===== src/rtl/muldiv_ctrl_if.sv =====
// Divider handshake bundle between the EX-stage HI/LO controller (master) and the iterative divider (slave).
// Start/cancel/operands flow to the divider; quotient/remainder/status flow back.
interface muldiv_ctrl_if;
    logic        div_en;
    logic        div_sign;
    logic [31:0] div_a;
    logic [31:0] div_b;
    logic        div_cancel;
    logic [31:0] div_q;
    logic [31:0] div_r;
    logic        div_working;
    logic        div_finish;

    modport master (
        output div_en, div_sign, div_a, div_b, div_cancel,
        input  div_q, div_r, div_working, div_finish
    );

    modport slave (
        input  div_en, div_sign, div_a, div_b, div_cancel,
        output div_q, div_r, div_working, div_finish
    );
endinterface


===== src/rtl/muldiv_ctrl.sv =====
// EX-stage HI/LO owner: 2-cycle internal multiply, iterative divide via div handshake, MTHI/MTLO.
// Latency: MUL 2 stall cycles, DIV until div_finish; stall_req holds IF..EX while an op is in flight.
// MUL_ACCUM_EN enables MADD/MADDU/MSUB/MSUBU (op 7-10); otherwise those codes are no-ops.
module muldiv_ctrl (
    input  logic        clk,
    input  logic        resetn,
    input  logic        op_valid,
    input  logic [3:0]  op,
    input  logic [31:0] src_a,
    input  logic [31:0] src_b,
    input  logic        flush,
    output logic        stall_req,
    output logic        busy,
    output logic [31:0] hi,
    output logic [31:0] lo,
    muldiv_ctrl_if.master div
);
    localparam logic [3:0] OP_MULT  = 4'd1;
    localparam logic [3:0] OP_MULTU = 4'd2;
    localparam logic [3:0] OP_DIV   = 4'd3;
    localparam logic [3:0] OP_DIVU  = 4'd4;
    localparam logic [3:0] OP_MTHI  = 4'd5;
    localparam logic [3:0] OP_MTLO  = 4'd6;

    typedef enum logic [2:0] {S_IDLE, S_MUL1, S_MUL2, S_DIV_WAIT, S_DRAIN} state_t;
    state_t state, state_nxt;

    logic        is_mul, is_div, mul_sx;
    logic        issue_mul, wr_hi_mt, wr_lo_mt, wr_prod, wr_div;
    logic        div_en_c, div_cancel_c;
    logic [31:0] op_a, op_b;
    logic        mul_sx_q;
    logic [63:0] mul_a_x, mul_b_x, prod_c, prod_q, hilo_acc;

`ifdef MUL_ACCUM_EN
    localparam logic [3:0] OP_MADD  = 4'd7;
    localparam logic [3:0] OP_MADDU = 4'd8;
    localparam logic [3:0] OP_MSUB  = 4'd9;
    localparam logic [3:0] OP_MSUBU = 4'd10;
    localparam logic [1:0] ACC_NONE = 2'd0;
    localparam logic [1:0] ACC_ADD  = 2'd1;
    localparam logic [1:0] ACC_SUB  = 2'd2;
    logic [1:0] acc_mode, acc_mode_q;
`endif

    always_comb begin
        is_mul = 1'b0;
        is_div = 1'b0;
        mul_sx = 1'b0;
`ifdef MUL_ACCUM_EN
        acc_mode = ACC_NONE;
`endif
        case (op)
            OP_MULT:  begin is_mul = 1'b1; mul_sx = 1'b1; end
            OP_MULTU: is_mul = 1'b1;
            OP_DIV,
            OP_DIVU:  is_div = 1'b1;
`ifdef MUL_ACCUM_EN
            OP_MADD:  begin is_mul = 1'b1; mul_sx = 1'b1; acc_mode = ACC_ADD; end
            OP_MADDU: begin is_mul = 1'b1; acc_mode = ACC_ADD; end
            OP_MSUB:  begin is_mul = 1'b1; mul_sx = 1'b1; acc_mode = ACC_SUB; end
            OP_MSUBU: begin is_mul = 1'b1; acc_mode = ACC_SUB; end
`endif
            default: ;
        endcase
    end

    // Low 64 bits of a 64x64 product of extended operands equal the exact 32x32 result.
    assign mul_a_x = {{32{mul_sx_q & op_a[31]}}, op_a};
    assign mul_b_x = {{32{mul_sx_q & op_b[31]}}, op_b};
    assign prod_c  = mul_a_x * mul_b_x;

`ifdef MUL_ACCUM_EN
    always_comb begin
        case (acc_mode_q)
            ACC_ADD: hilo_acc = {hi, lo} + prod_q;
            ACC_SUB: hilo_acc = {hi, lo} - prod_q;
            default: hilo_acc = prod_q;
        endcase
    end
`else
    assign hilo_acc = prod_q;
`endif

    always_comb begin
        state_nxt    = state;
        stall_req    = 1'b0;
        div_en_c     = 1'b0;
        div_cancel_c = 1'b0;
        issue_mul    = 1'b0;
        wr_hi_mt     = 1'b0;
        wr_lo_mt     = 1'b0;
        wr_prod      = 1'b0;
        wr_div       = 1'b0;
        case (state)
            S_IDLE: begin
                if (op_valid && !flush) begin
                    if (is_mul) begin
                        issue_mul = 1'b1;
                        stall_req = 1'b1;
                        state_nxt = S_MUL1;
                    end else if (is_div) begin
                        div_en_c  = 1'b1;
                        stall_req = 1'b1;
                        state_nxt = S_DIV_WAIT;
                    end else if (op == OP_MTHI) begin
                        wr_hi_mt = 1'b1;
                    end else if (op == OP_MTLO) begin
                        wr_lo_mt = 1'b1;
                    end
                end
            end
            S_MUL1: begin
                if (flush) begin
                    state_nxt = S_IDLE;
                end else begin
                    stall_req = 1'b1;
                    state_nxt = S_MUL2;
                end
            end
            S_MUL2: begin
                // op_valid here is the same instruction still sitting in EX.
                wr_prod   = !flush;
                state_nxt = S_IDLE;
            end
            S_DIV_WAIT: begin
                if (flush) begin
                    div_cancel_c = !div.div_finish;
                    state_nxt    = div.div_finish ? S_IDLE : S_DRAIN;
                end else if (div.div_finish) begin
                    wr_div    = 1'b1;
                    state_nxt = S_IDLE;
                end else begin
                    stall_req = 1'b1;
                end
            end
            S_DRAIN: begin
                stall_req = op_valid && !flush;
                if (div.div_finish) state_nxt = S_IDLE;
            end
            default: state_nxt = S_IDLE;
        endcase
    end

    always_ff @(posedge clk) begin
        if (!resetn) begin
            state    <= S_IDLE;
            hi       <= 32'd0;
            lo       <= 32'd0;
            op_a     <= 32'd0;
            op_b     <= 32'd0;
            mul_sx_q <= 1'b0;
            prod_q   <= 64'd0;
`ifdef MUL_ACCUM_EN
            acc_mode_q <= ACC_NONE;
`endif
        end else begin
            state <= state_nxt;
            if (issue_mul) begin
                op_a     <= src_a;
                op_b     <= src_b;
                mul_sx_q <= mul_sx;
`ifdef MUL_ACCUM_EN
                acc_mode_q <= acc_mode;
`endif
            end
            if (state == S_MUL1) prod_q <= prod_c;
            if (wr_prod) begin
                hi <= hilo_acc[63:32];
                lo <= hilo_acc[31:0];
            end else if (wr_div) begin
                hi <= div.div_r;
                lo <= div.div_q;
            end else begin
                if (wr_hi_mt) hi <= src_a;
                if (wr_lo_mt) lo <= src_a;
            end
        end
    end

    // A start while the divider still reports work would be a handshake protocol error.
    always_ff @(posedge clk) begin
        if (resetn) assert (!(div_en_c && div.div_working));
    end

    assign busy           = (state != S_IDLE);
    assign div.div_en     = div_en_c;
    assign div.div_cancel = div_cancel_c;
    assign div.div_sign   = (op == OP_DIV);
    assign div.div_a      = src_a;
    assign div.div_b      = src_b;
endmodule


===== src/flat_wrapper.sv =====
// flat-port wrapper written by rule: the top's interface ports become plain ports
module muldiv_ctrl_flat 
  (clk, resetn, op_valid, op, src_a, src_b, flush, stall_req, busy, hi, lo, div_div_en, div_div_sign, div_div_a, div_div_b, div_div_cancel, div_div_q, div_div_r, div_div_working, div_div_finish);
  muldiv_ctrl_if div_i ();
  input  logic clk;
  input  logic resetn;
  input  logic op_valid;
  input  logic [3:0] op;
  input  logic [31:0] src_a;
  input  logic [31:0] src_b;
  input  logic flush;
  output logic stall_req;
  output logic busy;
  output logic [31:0] hi;
  output logic [31:0] lo;
  output wire logic [$bits(div_i.div_en)-1:0] div_div_en;
  output wire logic [$bits(div_i.div_sign)-1:0] div_div_sign;
  output wire logic [$bits(div_i.div_a)-1:0] div_div_a;
  output wire logic [$bits(div_i.div_b)-1:0] div_div_b;
  output wire logic [$bits(div_i.div_cancel)-1:0] div_div_cancel;
  input wire logic [$bits(div_i.div_q)-1:0] div_div_q;
  input wire logic [$bits(div_i.div_r)-1:0] div_div_r;
  input wire logic [$bits(div_i.div_working)-1:0] div_div_working;
  input wire logic [$bits(div_i.div_finish)-1:0] div_div_finish;
  assign div_div_en = div_i.div_en;
  assign div_div_sign = div_i.div_sign;
  assign div_div_a = div_i.div_a;
  assign div_div_b = div_i.div_b;
  assign div_div_cancel = div_i.div_cancel;
  assign div_i.div_q = div_div_q;
  assign div_i.div_r = div_div_r;
  assign div_i.div_working = div_div_working;
  assign div_i.div_finish = div_div_finish;
  muldiv_ctrl u_core (.clk(clk), .resetn(resetn), .op_valid(op_valid), .op(op), .src_a(src_a), .src_b(src_b), .flush(flush), .stall_req(stall_req), .busy(busy), .hi(hi), .lo(lo), .div(div_i));
endmodule

===== config.mk =====
export PLATFORM = sky130hd
export DESIGN_NAME = muldiv_ctrl_flat
export DESIGN_NICKNAME = d
export VERILOG_FILES = /design/src/rtl/muldiv_ctrl_if.sv /design/src/rtl/muldiv_ctrl.sv /design/src/flat_wrapper.sv
export SDC_FILE = /design/constraint.sdc
export NUM_CORES = 2
export LEC_CHECK = 0
export CAP_MARGIN = 20
export CORE_MARGIN = 5
export CORE_UTILIZATION = 49
export DETAILED_ROUTE_END_ITERATION = 10
export GPL_TIMING_DRIVEN = 0
export PLACE_DENSITY = 0.68
export SYNTH_ARGS = -nofsm -noshare
export SYNTH_HDL_FRONTEND = slang
export SYNTH_SLANG_ARGS = --single-unit

===== constraint.sdc =====
create_clock -name clk -period 11.29 [get_ports clk]
set_clock_uncertainty 0.1 [all_clocks]
set_input_delay 2.258 -clock clk [delete_from_list [all_inputs] [get_ports clk]]
set_output_delay 2.258 -clock clk [all_outputs]
set_load 0.02 [all_outputs]

==> results.toml <==
[clocking]
cts_tree = "done"
h-tree-depth = 4
clock-sinks = 196
hold_buffers = 0
numCtsBuffers = 17
path_clk_slew_ps = 90
insertion_delay_ps = 460
cts_root_buffer = "clkbuf_16"
postCtsSetupBuffers = 0
clockBufferDepth = 2
ctsResizeCount = 0

[floorplanning]
coreArea_um2 = 94590
rows = 113
die_w_um = 318.2
io_pins = 271
initial_core_util_pct = 49.21
dieArea_um2 = 101300
die_h_um = 318.2

[synthesis]
async_flop_share_pct = 0
synth_cells = 5300
syn_nets = 6775
synth_top_family_by_area = "adder cells"
yosys_warnings = 0
synth.area.mux_share_pct = 0.04569
syn_area_um2 = 46550
synth_edf_count = 0
synth.avg_cell_area_um2 = 8.783
synth-compound-area-share_pct = 6.343
synthDistinctLibCells = 85
synth-xor-area-share_pct = 1.167
synth-main-ff-cell = "dfxtp_1"
synth-seq-cells = 196
yosys.area_share.simple_pct = 17.22
synthAdderAreaFrac_pct = 54.08
yosysSeqAreaShare_pct = 8.429

[layout]
layout.nets = 7078
fin_util_pct = 54.67
syn2layout_area_growth_pct = 11.08
final_layout_size_suffix_gt1_share_pct = 2.742

[route]
antenna_left = 0
firstDrtPassIters = 6
num_vias = 38719
wl_per_cell_um = 27.68
wl_um = 190700
drc = 0
drt_iter0_drc = 4008
route.detailed.vias_per_inst = 5.620

[place]
port_buffers = 268
dpl.hpwl_um = 159300
gp_congestion = 1.049

[power]
p_leak_uw = 0.02391
power_density_nw_per_um2 = 32.62
p_total_uw = 1687
vdd_drop_max_mv = 0.1055
power.switching_uw = 545.1
p_seq_share_pct = 42.5
pwr-share-clk_pct = 38.0
switching_share_pct = 32.31
power_report.internal_total_uw = 1142
combPwrFrac_pct = 19.5

[worst_hold_path]
hold_path_class = "flop to flop"
timing.hold.worst_endpoint = "u_core.hilo_acc[36]$_SDFFE_PN0N_"
worstHoldPathCells = 2
min_from = "u_core.hilo_acc[36]$_SDFFE_PN0N_"

[setup_path]
worstSetupPathType = "flop to flop"
reg2reg_to = "u_core.hilo_acc[61]$_SDFFE_PN0N_"
r2r_cells = 25
rrSetupSlack_ps = 770
r2r-start = "u_core.mul_sx_q$_SDFFE_PN0P_"
crit_path_max_fanout = 10
cp.required_ps = 11570
start_kind = "flop"
end_kind = "flop"
arrival_ps = 10800

[sta]
whs_ps = 359.3
relSlewSlack_pct = 11.31
min_period_ps = 10520
fmax_ghz = 0.09509
worst_pin_slew_ps = 1330
setup_violations = 0
slew_viol_final = 0
rsz0062_at_grt = "no"
hold_viol_final = 0
tns_ps = 0
period_share_pct = 93.15

[global_route]
antenna_found_initial = 17
grt_use_total_pct = 37.89
grt_start_max_net_pins = 21
grt_pass1_vias = 40969
grt_overflow = 0
grt_pass1_wl_um = 279000

[run_status]
status = "completed"

[run]
drv_cap = 0
-- final cells by class --
class	instances	area (µm²)
Antenna cell	9	22.52
Buffer	381	1734
Clock buffer	17	425.4
Clock inverter	15	181.4
Fill cell	8959	42880
Inverter	1116	4189
Multi-Input combinational cell	3607	36720
Sequential cell	196	3924
Tap cell	1265	1583
Timing Repair Buffer	284	2928
-- cells in the mapped netlist (all sizes together) (6+ instances only) --
cell type  instances  area share, %
nand2            898            7.2
xnor2             50           0.94
nor3              77           0.85
nand3             37           0.41
o21a               8           0.13
a31oi             10           0.15
and3              27           0.37
a21oi            233            2.5
or2               10           0.13
nor2b             38           0.51
and4               6           0.12
dfxtp            196            8.4
nand4             14           0.19
o31ai              7           0.12
buf               71            1.2
o211ai             9           0.15
or3                8           0.11
o21ai             40           0.44
o21bai            15           0.24
a211oi            75            1.2
clkbuf           307            2.5
and2             390            5.2
fa              1125             48
nor2             205            1.7
ha               212            5.7
a21o              41           0.67
inv             1116            9.0
xor2              12           0.23
-- through the flow --
| step | instance area (µm²) | std cells | worst slack (ps) |
|---|---|---|---|
| detailed placement | 50970 | 6841 | 1094 |
| CTS | 51570 | 6873 | 920.1 |
| finish | 51710 | 6890 | 773.4 |
| global route | 51690 | 6881 | 610.7 |
| floorplan | 46550 | 5300 | 3312 |
| global placement | 50820 | 6833 | 989.6 |
-- power by group through the flow --
stage	Sequential [µW]	Clock, µW	Combinational (µW)
4_1_cts	715	641	318
3_3_place_gp	731	0	315
5_1_grt	716	669	337
6_report	717	642	329
3_5_place_dp	732	0	316
2_1_floorplan	728	0	129
-- metal layers --
| metal | vias up | global-route usage [%] | routed length [µm] |
|---|---|---|---|
| met5 | - | 0 | 48 |
| met3 | 464 | 10.14 | 22210 |
| met4 | 6 | 19.50 | 13170 |
| met2 | 2281 | 57.22 | 82440 |
| met1 | 19789 | 50.58 | 72830 |
| li1 | 16179 | - | - |
-- flip-flops by register name, summed over array words and instances, names as in the netlist --
register and flops:
u_core.op_b 32, u_core.mul_sx_q 1, u_core.hilo_acc 64, u_core.hi 32, u_core.lo 32, u_core.state 3, u_core.op_a 32
-- cell usage in the layout (no fill, tap or decap), drive strengths merged, types with 37 or more instances in the layout --
cell	instances
fa	1125
xnor2	50
a211oi	75
clkbuf	324
buf	87
o21ai	40
a21o	41
nand2	898
dfxtp	196
clkdlybuf4s50	269
and2	390
ha	212
inv	1122
a21oi	233
nand3	37
nor2b	38
nor3	77
nor2	205
-- how the worst max path moves through the flow --
stage	depth (start not counted)	startpoint	end	slack, ps
2_1_floorplan	27	u_core.op_a[31]$_SDFFE_PN0P_	u_core.hilo_acc[61]$_SDFFE_PN0N_	3310
3_3_place_gp	25	u_core.mul_sx_q$_SDFFE_PN0P_	u_core.hilo_acc[61]$_SDFFE_PN0N_	990
3_5_place_dp	23	u_core.mul_sx_q$_SDFFE_PN0P_	u_core.hilo_acc[61]$_SDFFE_PN0N_	1090
4_1_cts	25	u_core.mul_sx_q$_SDFFE_PN0P_	u_core.hilo_acc[61]$_SDFFE_PN0N_	920
5_1_grt	26	u_core.mul_sx_q$_SDFFE_PN0P_	u_core.hilo_acc[55]$_SDFFE_PN0N_	610
6_report	25	u_core.mul_sx_q$_SDFFE_PN0P_	u_core.hilo_acc[61]$_SDFFE_PN0N_	770
-- worst max-delay path, cell delays in order (launching register included) --
cell and delay, ps:
dfxtp_1 370, buf_1 800, clkbuf_1 990, and3_1 410, fa_1 510, fa_1 540
inv_1 150, fa_1 570, inv_1 70, fa_1 680, inv_1 610, fa_1 550
fa_1 570, fa_1 430, fa_1 600, inv_1 70, ha_1 270, clkdlybuf4s50_2 570
a21o_1 190, a21oi_1 330, o21bai_1 110, a21o_1 190, a21o_1 170, a21oi_1 210
a21boi_1 120, o31ai_1 210
-- cells by family (layout without fill, tap and decap cells) --
family	count (synthesis)	after routing
and+or+nand+nor	1732	1732
muxes	2	2
xor gates and xnor gates	62	62
AOI/OAI and AO/OA	474	474
buffers and inverters	1497	1813
other	0	9
adders and majority gates	1337	1337
DFF	196	196
Note: power is estimated with default switching activity, not from simulation.
